[config.mk]
export PLATFORM = sky130hd
export DESIGN_NAME = evm_poll_controller_flat
export DESIGN_NICKNAME = d
export VERILOG_FILES = /design/src/rtl/evm_poll_controller_if.sv /design/src/rtl/evm_poll_controller.sv /design/src/flat_wrapper.sv
export SDC_FILE = /design/constraint.sdc
export NUM_CORES = 1
export LEC_CHECK = 0
export BUFFER_PORTS_ARGS = -buffer_cell sky130_fd_sc_hd__buf_2
export CAP_MARGIN = 20
export CORE_ASPECT_RATIO = 0.8
export CORE_MARGIN = 2
export CORE_UTILIZATION = 57
export DETAILED_ROUTE_END_ITERATION = 16
export PLACE_DENSITY = 0.81
export SLEW_MARGIN = 20
export SYNTH_ARGS = -nofsm -noshare
export SYNTH_HDL_FRONTEND = slang
export SYNTH_SLANG_ARGS = --single-unit
[constraint.sdc]
create_clock -name clk -period 3.9 [get_ports clk]
set_input_delay 0.78 -clock clk [delete_from_list [all_inputs] [get_ports clk]]
set_output_delay 0.78 -clock clk [all_outputs]
set_load 0.02 [all_outputs]
[src/rtl/evm_poll_controller_if.sv]
// ---------------------------------------------------------------------------
// evm_poll_controller_if
//   Bundles the poll controller's control, vote handshake and result signals.
//   master : ballot front end (drives open/close/vote, observes results)
//   slave  : evm_poll_controller
//   Signals:
//     open_poll, close_poll   session control requests
//     vote_valid, vote_id     vote strobe and candidate index
//     vote_ack, vote_err      one-cycle accept / reject pulses
//     counts                  packed per-candidate counters
//     total_votes             accepted votes in the current poll
//     state                   IDLE=0 OPEN=1 TALLY=2 RESULT=3
//     winner_id, winner_valid, tie, overflow
// ---------------------------------------------------------------------------
interface evm_poll_controller_if #(
   parameter int unsigned NUM_CAND = 10,
   parameter int unsigned ID_W     = 4,
   parameter int unsigned CNT_W    = 8,
   parameter int unsigned TOT_W    = 12
);
   logic                      open_poll;
   logic                      close_poll;
   logic                      vote_valid;
   logic [ID_W-1:0]           vote_id;
   logic                      vote_ack;
   logic                      vote_err;
   logic [NUM_CAND*CNT_W-1:0] counts;
   logic [TOT_W-1:0]          total_votes;
   logic [1:0]                state;
   logic [ID_W-1:0]           winner_id;
   logic                      winner_valid;
   logic                      tie;
   logic                      overflow;

   modport master (
      output open_poll, close_poll, vote_valid, vote_id,
      input  vote_ack, vote_err, counts, total_votes, state,
             winner_id, winner_valid, tie, overflow
   );

   modport slave (
      input  open_poll, close_poll, vote_valid, vote_id,
      output vote_ack, vote_err, counts, total_votes, state,
             winner_id, winner_valid, tie, overflow
   );
endinterface

[src/rtl/evm_poll_controller.sv]
// ---------------------------------------------------------------------------
// evm_poll_controller
//   Poll session controller for an N-candidate voting machine: opens and
//   closes a poll, accepts/rejects votes with a one-cycle ack/err pulse,
//   keeps per-candidate and total counters, then scans the counters one
//   candidate per cycle to report the winner (lowest index on a tie) and a
//   tie flag.
//   Ports:
//     clk    system clock, rising edge
//     reset  asynchronous, active-low reset
//     bus    evm_poll_controller_if.slave (control, votes, results)
//   Build option:
//     EVM_SATURATE_EN  counters saturate instead of wrapping and the sticky
//                      overflow flag is implemented; otherwise overflow = 0.
// ---------------------------------------------------------------------------
module evm_poll_controller #(
   parameter int unsigned NUM_CAND = 10,
   parameter int unsigned ID_W     = 4,
   parameter int unsigned CNT_W    = 8,
   parameter int unsigned TOT_W    = 12
) (
   input logic                   clk,
   input logic                   reset,
   evm_poll_controller_if.slave  bus
);

   typedef enum logic [1:0] {
      IDLE   = 2'd0,
      OPEN   = 2'd1,
      TALLY  = 2'd2,
      RESULT = 2'd3
   } state_e;

   // One extra bit so NUM_CAND == 2^ID_W still compares correctly.
   localparam logic [ID_W:0]   NUM_CAND_L = (ID_W+1)'(NUM_CAND);
   localparam logic [ID_W-1:0] LAST_IDX   = ID_W'(NUM_CAND-1);

   state_e           state_q;
   logic [CNT_W-1:0] cnt_q [NUM_CAND];
   logic [TOT_W-1:0] total_q;
   logic             ack_q;
   logic             err_q;
   logic [ID_W-1:0]  winner_q;
   logic             tie_q;
   logic [ID_W-1:0]  scan_q;
   logic [CNT_W-1:0] max_q;
`ifdef EVM_SATURATE_EN
   logic             ovf_q;
   logic             ovf_d;
`endif

   logic             id_ok;
   logic [CNT_W-1:0] sel_cnt;
   logic [CNT_W-1:0] cnt_d;
   logic [TOT_W-1:0] total_d;
   logic [CNT_W-1:0] scan_cnt;

   // Next values for the counters touched by an accepted vote.
   always_comb begin
      id_ok    = ({1'b0, bus.vote_id} < NUM_CAND_L);
      sel_cnt  = id_ok ? cnt_q[bus.vote_id] : '0;
      scan_cnt = cnt_q[scan_q];
`ifdef EVM_SATURATE_EN
      cnt_d    = (sel_cnt == '1) ? sel_cnt : sel_cnt + CNT_W'(1);
      total_d  = (total_q == '1) ? total_q : total_q + TOT_W'(1);
      ovf_d    = (sel_cnt == '1) || (total_q == '1);
`else
      cnt_d    = sel_cnt + CNT_W'(1);
      total_d  = total_q + TOT_W'(1);
`endif
   end

   always_ff @(posedge clk or negedge reset) begin
      if (!reset) begin
         state_q  <= IDLE;
         for (int unsigned i = 0; i < NUM_CAND; i++) cnt_q[i] <= '0;
         total_q  <= '0;
         ack_q    <= 1'b0;
         err_q    <= 1'b0;
         winner_q <= '0;
         tie_q    <= 1'b0;
         scan_q   <= '0;
         max_q    <= '0;
`ifdef EVM_SATURATE_EN
         ovf_q    <= 1'b0;
`endif
      end else begin
         ack_q <= 1'b0;
         err_q <= 1'b0;
         case (state_q)
            IDLE, RESULT: begin
               if (bus.vote_valid) err_q <= 1'b1;
               if (bus.open_poll) begin
                  state_q  <= OPEN;
                  for (int unsigned i = 0; i < NUM_CAND; i++) cnt_q[i] <= '0;
                  total_q  <= '0;
                  winner_q <= '0;
                  tie_q    <= 1'b0;
`ifdef EVM_SATURATE_EN
                  ovf_q    <= 1'b0;
`endif
               end
            end
            OPEN: begin
               // A vote on the closing cycle still counts; close wins over open.
               if (bus.vote_valid) begin
                  if (id_ok) begin
                     cnt_q[bus.vote_id] <= cnt_d;
                     total_q            <= total_d;
                     ack_q              <= 1'b1;
`ifdef EVM_SATURATE_EN
                     if (ovf_d) ovf_q <= 1'b1;
`endif
                  end else begin
                     err_q <= 1'b1;
                  end
               end
               if (bus.close_poll) begin
                  state_q <= TALLY;
                  scan_q  <= '0;
               end
            end
            TALLY: begin
               if (bus.vote_valid) err_q <= 1'b1;
               // Index 0 seeds the running maximum; later equals only flag a tie.
               if (scan_q == '0 || scan_cnt > max_q) begin
                  max_q    <= scan_cnt;
                  winner_q <= scan_q;
                  tie_q    <= 1'b0;
               end else if (scan_cnt == max_q) begin
                  tie_q <= 1'b1;
               end
               if (scan_q == LAST_IDX) state_q <= RESULT;
               else                    scan_q  <= scan_q + ID_W'(1);
            end
            default: state_q <= IDLE;
         endcase
      end
   end

   always_comb begin
      bus.counts = '0;
      for (int unsigned i = 0; i < NUM_CAND; i++) begin
         bus.counts[i*CNT_W +: CNT_W] = cnt_q[i];
      end
   end

   assign bus.vote_ack     = ack_q;
   assign bus.vote_err     = err_q;
   assign bus.total_votes  = total_q;
   assign bus.state        = state_q;
   assign bus.winner_id    = winner_q;
   assign bus.winner_valid = (state_q == RESULT);
   assign bus.tie          = tie_q;
`ifdef EVM_SATURATE_EN
   assign bus.overflow     = ovf_q;
`else
   assign bus.overflow     = 1'b0;
`endif

endmodule

[src/flat_wrapper.sv]
// flat-port wrapper written by rule: the top's interface ports become plain ports
module evm_poll_controller_flat 
#(
   parameter int unsigned NUM_CAND = 10,
   parameter int unsigned ID_W     = 4,
   parameter int unsigned CNT_W    = 8,
   parameter int unsigned TOT_W    = 12
)
  (clk, reset, bus_open_poll, bus_close_poll, bus_vote_valid, bus_vote_id, bus_vote_ack, bus_vote_err, bus_counts, bus_total_votes, bus_state, bus_winner_id, bus_winner_valid, bus_tie, bus_overflow);
  evm_poll_controller_if #(.NUM_CAND(NUM_CAND), .ID_W(ID_W), .CNT_W(CNT_W), .TOT_W(TOT_W)) bus_i ();
  input logic clk;
  input logic reset;
  input wire logic [$bits(bus_i.open_poll)-1:0] bus_open_poll;
  input wire logic [$bits(bus_i.close_poll)-1:0] bus_close_poll;
  input wire logic [$bits(bus_i.vote_valid)-1:0] bus_vote_valid;
  input wire logic [$bits(bus_i.vote_id)-1:0] bus_vote_id;
  output wire logic [$bits(bus_i.vote_ack)-1:0] bus_vote_ack;
  output wire logic [$bits(bus_i.vote_err)-1:0] bus_vote_err;
  output wire logic [$bits(bus_i.counts)-1:0] bus_counts;
  output wire logic [$bits(bus_i.total_votes)-1:0] bus_total_votes;
  output wire logic [$bits(bus_i.state)-1:0] bus_state;
  output wire logic [$bits(bus_i.winner_id)-1:0] bus_winner_id;
  output wire logic [$bits(bus_i.winner_valid)-1:0] bus_winner_valid;
  output wire logic [$bits(bus_i.tie)-1:0] bus_tie;
  output wire logic [$bits(bus_i.overflow)-1:0] bus_overflow;
  assign bus_i.open_poll = bus_open_poll;
  assign bus_i.close_poll = bus_close_poll;
  assign bus_i.vote_valid = bus_vote_valid;
  assign bus_i.vote_id = bus_vote_id;
  assign bus_vote_ack = bus_i.vote_ack;
  assign bus_vote_err = bus_i.vote_err;
  assign bus_counts = bus_i.counts;
  assign bus_total_votes = bus_i.total_votes;
  assign bus_state = bus_i.state;
  assign bus_winner_id = bus_i.winner_id;
  assign bus_winner_valid = bus_i.winner_valid;
  assign bus_tie = bus_i.tie;
  assign bus_overflow = bus_i.overflow;
  evm_poll_controller #(.NUM_CAND(NUM_CAND), .ID_W(ID_W), .CNT_W(CNT_W), .TOT_W(TOT_W)) u_core (.clk(clk), .reset(reset), .bus(bus_i));
endmodule
==> impl_metrics.env, run 1 <==
export IMPL_synthCells=654
export IMPL_arrival_ns=3.80
export IMPL_synth_nets=680
export IMPL_area_growth_pct=20.0
export IMPL_reg2reg_depth=11
export IMPL_first_iter_violations=710
export IMPL_synthDistinctLibCells=63
export IMPL_fin_util=0.711
export IMPL_path_clk_slew_ns=0.06
export IMPL_maxCapViolations=0
export IMPL_period_minus_slack_ns=3.48
export IMPL_die_h_um=99.7
export IMPL_path_cells="buf_4, mux4_2, mux2i_1, o22ai_1, ha_1, o211ai_1, a211o_1, a31oi_1, buf_4, nand2_1, o21ai_0"
export IMPL_cts_sinks=113
export IMPL_crit_path_max_fanout=18
export IMPL_layout_area_seq_um2=2830
export IMPL_synthArstFlopShare=1.00
export IMPL_slew_headroom=0.462
export IMPL_layout_cells_non_filler=930
export IMPL_power_leakage_nw=3.82
export IMPL_ys_flop_type="dfrtp_1"
export IMPL_cts_tree="yes"
export IMPL_postRouteAntennaNets=0
export IMPL_cts_buffers=17
export IMPL_synth_area_per_cell_um2=9.98
export IMPL_initial_core_util=0.592
export IMPL_yosysSeqAreaShare=0.433
export IMPL_vias=6129
export IMPL_fin_tns_setup_ns=0
export IMPL_r2r_start="u_core.scan_q[0]"
export IMPL_finalPower_mw=4.28
export IMPL_final_hold_viol_count=0
export IMPL_cp_end_kind="register"
export IMPL_post_cts_buffers=0
export IMPL_power_density_nw_per_um2=546
export IMPL_hold_buffers=0
export IMPL_synth_top_area_share=0.433
export IMPL_dp_cells=901
export IMPL_htreeDepth=4
export IMPL_grt_usage=0.357
export IMPL_max_vdd_ir_drop_uv=376
export IMPL_dp_hpwl_mm=15.1
export IMPL_grt_pass1_wl_mm=32.5
export IMPL_fill_cells=837
export IMPL_wirelength_mm=20.9
export IMPL_grt_start_max_net_pins=47
export IMPL_synth_cell_area_um2=6530
export IMPL_pin_count=112
export IMPL_vias_per_cell=6.59
export IMPL_cp_startpoint="u_core.scan_q[0]"
export IMPL_worst_r2r_setup_slack_ns=0.42
export IMPL_gr_usage_met3=0.0952
export IMPL_place_congestion=0.998
export IMPL_dieArea_um2=12300
export IMPL_diodes=0
export IMPL_cts_repair_resized=0
export IMPL_use_met2=0.498
export IMPL_firstDrtPassIters=6
export IMPL_drive_gt1_frac=0.251
export IMPL_placed_cell_area_um2=7270
export IMPL_core_area_um2=11000
export IMPL_grt_pass1_vias=5727
export IMPL_cts_buffer_depth=2
export IMPL_tightest_slew_ns=0.804
export IMPL_yosys_register_bits=113
export IMPL_pre_cts_ws_ns=0.429
export IMPL_slowest_stage="mux4_2"
export IMPL_synth_edf_count=0
export IMPL_critPathLaunchType="register"
export IMPL_fp_dieW_um=124
export IMPL_crit_top_cell="buf_4"
export IMPL_antenna_found_initial=0
export IMPL_crit_type="reg2reg"
export IMPL_slew_violations=0
export IMPL_setup_viol=0
export IMPL_clk_latency_ns=0.41
export IMPL_whs_ns=0.359
export IMPL_drc=0
export IMPL_root_buffer="clkbuf_16"
export IMPL_rsz0062_at_grt="no"
export IMPL_final_period_utilization=0.893
export IMPL_top_usage_layer="met1"
export IMPL_regToRegEndpoint="u_core.max_q[4]"
export IMPL_ys_warn_count=0
export IMPL_crit_required_ns=4.22
export IMPL_wl_per_cell_um=22.5
export IMPL_yosys_top_cells_area="dfrtp_1 43%, mux2i_1 7.7%, o21ai_0 6.4%"
export IMPL_multiInputGateArea_um2=3470
export IMPL_row_count=34
export IMPL_design_area_um2=7830
export IMPL_synth_top_area_cell="dfrtp_1"
export IMPL_fmax_ghz=0.287
export IMPL_cp_slowest_stage_delay_ns=0.55
export IMPL_outcome="complete, no violations"
export IMPL_nNetsFinal=802
export IMPL_skew_ns=0.0102
export IMPL_grt_ovfl_total=0
export IMPL_grt_util_met1=0.539
export IMPL_port_buffers=110
export IMPL_setup_ws_ns=0.416
export IMPL_holdCritPathClass="in2async"
-- critical path, delay by kind of cell, from the launching register on --
family,cells,cell delay (ns)
AND/OR/NAND/NOR,1,0.06
adder cells (fa/ha/maj),1,0.43
flip-flops,1,0.50
multiplexers,2,0.81
AO/OA/AOI/OAI,5,1.02
buffers and inverters,2,0.55
-- how the worst max path moves through the flow --
stage / cells after the start / endpoint / slack [ns]
final: 11 / u_core.max_q[4] / 0.42
after global routing: 11 / u_core.max_q[4] / 0.18
after CTS: 11 / u_core.max_q[4] / 0.50
after detailed placement: 9 / u_core.bus.counts[15] / 0.43
after global placement: 9 / u_core.bus.counts[70] / 0.54
after floorplan: 12 / u_core.max_q[1] / 0.43
-- power breakdown --
part           total [mW]  internal, mW  leakage, nW  switching (mW)
Clock                1.47         0.949        0.271           0.519
Combinational        1.43         0.444         1.99           0.985
Sequential           1.38          1.26         1.56           0.118
Total                4.28          2.66         3.82            1.62
-- cells in the final DEF, fill, tap and decap left out, drive strengths merged, types with 7 or more instances in the layout --
master    n
nand2    95
mux2i    50
buf     133
o22ai    15
ha       17
a22o     30
xor2     11
nor2     37
nand3    19
clkbuf   25
and3      7
a21oi    13
o211ai    9
inv      16
nand4     7
nor3     13
dfrtp   113
o21ai    86
mux4     16
nor2b     7
-- routing by layer --
| metal | routed length (um) | vias up |
|---|---|---|
| li1 | - | 2653 |
| met1 | 8910 | 3016 |
| met2 | 9220 | 420 |
| met3 | 2390 | 40 |
| met4 | 368 | 0 |
| met5 | 0 | - |
-- sequential cells by signal (all words and copies together) (netlist names), 2 cells and up --
signal	flops
u_core.bus.counts	80
u_core.bus.total_votes	12
u_core.max_q	8
u_core.bus.winner_id	4
u_core.scan_q	4
u_core.bus.state	2
-- final cells by class --
| class | count | area share |
|---|---|---|
| repair buffers | 133 | 0.0927 |
| clock buffers | 25 | 0.0646 |
| multi-input cells | 494 | 0.444 |
| flip-flops and latches | 113 | 0.361 |
| inverters | 17 | 0.00815 |
| well taps | 144 | 0.0230 |
| clock inverters | 4 | 0.00655 |
-- kinds of logic after synthesis --
family	after synthesis	synth area share
adder cells (fa/ha/maj)	17	0.0326
flip-flops	113	0.433
AO/OA/AOI/OAI	183	0.183
multiplexers	72	0.142
AND/OR/NAND/NOR	206	0.149
buffers and inverters	47	0.0345
other	1	0.000574
XOR/XNOR	15	0.0253
-- synth_stat cells (6+ instances only) --
cell type and instances:
a21oi_1 13, a22o_1 30, and3_1 7, buf_2 6, clkbuf_1 12, dfrtp_1 113
ha_1 17, inv_1 16, mux2_2 6, mux2i_1 50, mux4_2 16, nand2_1 95
nand2b_1 6, nand3_1 19, nand4_1 7, nor2_1 37, nor2b_1 7, nor3_1 12
o211ai_1 9, o21ai_0 83, o22ai_1 15, xor2_1 10
Power figures use the tool's default switching activity.
==> run 2: changes to the inputs <==
CELL_PAD_IN_SITES_DETAIL_PLACEMENT = 1   (was unset)
CELL_PAD_IN_SITES_GLOBAL_PLACEMENT = 2   (was unset)
CORE_UTILIZATION = 36   (was 57)
PLACE_DENSITY = unset   (was 0.81)
PLACE_DENSITY_LB_ADDON = 0.1   (was unset)
==> impl_metrics.env, run 2 (synthesis results as in run 1) <==
export IMPL_grt_pass1_wl_mm=38.1
export IMPL_worst_r2r_setup_slack_ns=0.45
export IMPL_clk_latency_ns=0.43
export IMPL_dieArea_um2=19200
export IMPL_htreeDepth=4
export IMPL_path_clk_slew_ns=0.05
export IMPL_postRouteAntennaNets=0
export IMPL_path_cells="buf_12, mux4_2, mux2i_1, o22ai_1, ha_1, o21a_1, o21ai_0, a211o_1, a31oi_1, buf_4, nand2_1, o21ai_0"
export IMPL_tightest_slew_ns=0.798
export IMPL_drive_gt1_frac=0.257
export IMPL_layout_cells_non_filler=1020
export IMPL_grt_start_max_net_pins=59
export IMPL_cts_tree="yes"
export IMPL_arrival_ns=3.78
export IMPL_cts_repair_resized=0
export IMPL_setup_viol=0
export IMPL_dp_hpwl_mm=18.0
export IMPL_wirelength_mm=24.1
export IMPL_first_iter_violations=326
export IMPL_cp_slowest_stage_delay_ns=0.58
export IMPL_place_congestion=0.931
export IMPL_power_leakage_nw=3.86
export IMPL_port_buffers=110
export IMPL_grt_ovfl_total=0
export IMPL_final_period_utilization=0.885
export IMPL_cp_end_kind="register"
export IMPL_post_cts_buffers=0
export IMPL_design_area_um2=8040
export IMPL_pin_count=112
export IMPL_period_minus_slack_ns=3.45
export IMPL_placed_cell_area_um2=7420
export IMPL_fill_cells=2060
export IMPL_wl_per_cell_um=23.6
export IMPL_grt_usage=0.261
export IMPL_crit_path_max_fanout=16
export IMPL_fin_tns_setup_ns=0
export IMPL_path_buf_inv=2
export IMPL_nNetsFinal=804
export IMPL_layout_commonest_cell="dfrtp_1"
export IMPL_crit_required_ns=4.23
export IMPL_crit_family="compound AO/OA/AOI/OAI gates"
export IMPL_final_cell_mix="112 x dfrtp_1, 109 x buf_2, 95 x nand2_1"
export IMPL_cp_depth=12
export IMPL_power_density_nw_per_um2=562
export IMPL_final_hold_viol_count=0
export IMPL_die_h_um=124
export IMPL_reg2reg_depth=12
export IMPL_drc=0
export IMPL_slew_headroom=0.468
export IMPL_dp_cells=989
export IMPL_outcome="complete, no violations"
export IMPL_hold_buffers=0
export IMPL_area_growth_pct=23.1
export IMPL_diodes=0
export IMPL_cts_buffers=17
export IMPL_fp_dieW_um=155
export IMPL_row_count=44
export IMPL_vias=6004
export IMPL_critPathLaunchType="register"
export IMPL_rsz0062_at_grt="no"
export IMPL_cts_buffer_depth=2
export IMPL_cts_sinks=113
export IMPL_crit_type="reg2reg"
export IMPL_grt_pass1_vias=6202
export IMPL_fmax_ghz=0.290
export IMPL_slew_violations=0
export IMPL_skew_ns=0.0133
export IMPL_fin_util=0.448
export IMPL_holdCritPathClass="in2async"
export IMPL_max_vdd_ir_drop_uv=328
export IMPL_initial_core_util=0.364
export IMPL_antenna_found_initial=0
export IMPL_largest_register_ffs=80
export IMPL_firstDrtPassIters=4
export IMPL_crit_top_cell="o21ai_0"
export IMPL_vias_per_cell=5.89
export IMPL_slowest_stage="dfrtp_2"
export IMPL_whs_ns=0.416
export IMPL_core_area_um2=17900
export IMPL_maxCapViolations=0
export IMPL_root_buffer="clkbuf_16"
run 2: worst paths after layout:
path / start / to
worst max register to register: u_core.scan_q[0] / u_core.max_q[7]
max in group asynchronous: reset / u_core.scan_q[0]
worst max-delay path: u_core.scan_q[0] / u_core.max_q[7]
worst min register to register: u_core.bus.winner_id[2] / u_core.bus.winner_id[2]
worst min-delay path: reset / u_core.bus.counts[19]
min in group clk: u_core.bus.winner_id[2] / u_core.bus.winner_id[2]
run 2: metrics by stage:
| step | worst slack, ns | power [mW] |
|---|---|---|
| 3_5_place_dp | 0.185 | 2.88 |
| 2_1_floorplan | 0.429 | 2.30 |
| 3_3_place_gp | 0.168 | 2.84 |
| 5_1_grt | 0.222 | 4.74 |
| 4_1_cts | 0.431 | 4.54 |
| 6_report | 0.449 | 4.52 |
run 2: metal layers:
layer / GRT usage / vias up / wire [um]
li1: - / 2657 / -
met1: 0.392 / 3128 / 11900
met2: 0.381 / 191 / 10500
met3: 0.0494 / 28 / 1280
met4: 0.0801 / 0 / 401
met5: 0 / - / 0
run 2: area by class of cell:
cell class | instances | area [um2] | share of cell area
tap | 230 | 288 | 0.0358
clock inverter | 9 | 130 | 0.0162
timing repair buffer | 135 | 766 | 0.0953
clock buffer | 22 | 484 | 0.0603
multi-input combinational | 494 | 3470 | 0.432
inverter | 17 | 63.8 | 0.00794
sequential | 113 | 2830 | 0.352
run 2: power by group:
group          total (mW)  internal, mW  leakage, nW  switching (mW)
Clock                1.64          1.07        0.290           0.571
Combinational        1.50         0.470         2.01            1.03
Sequential           1.38          1.26         1.56           0.114
Total                4.52          2.80         3.86            1.72
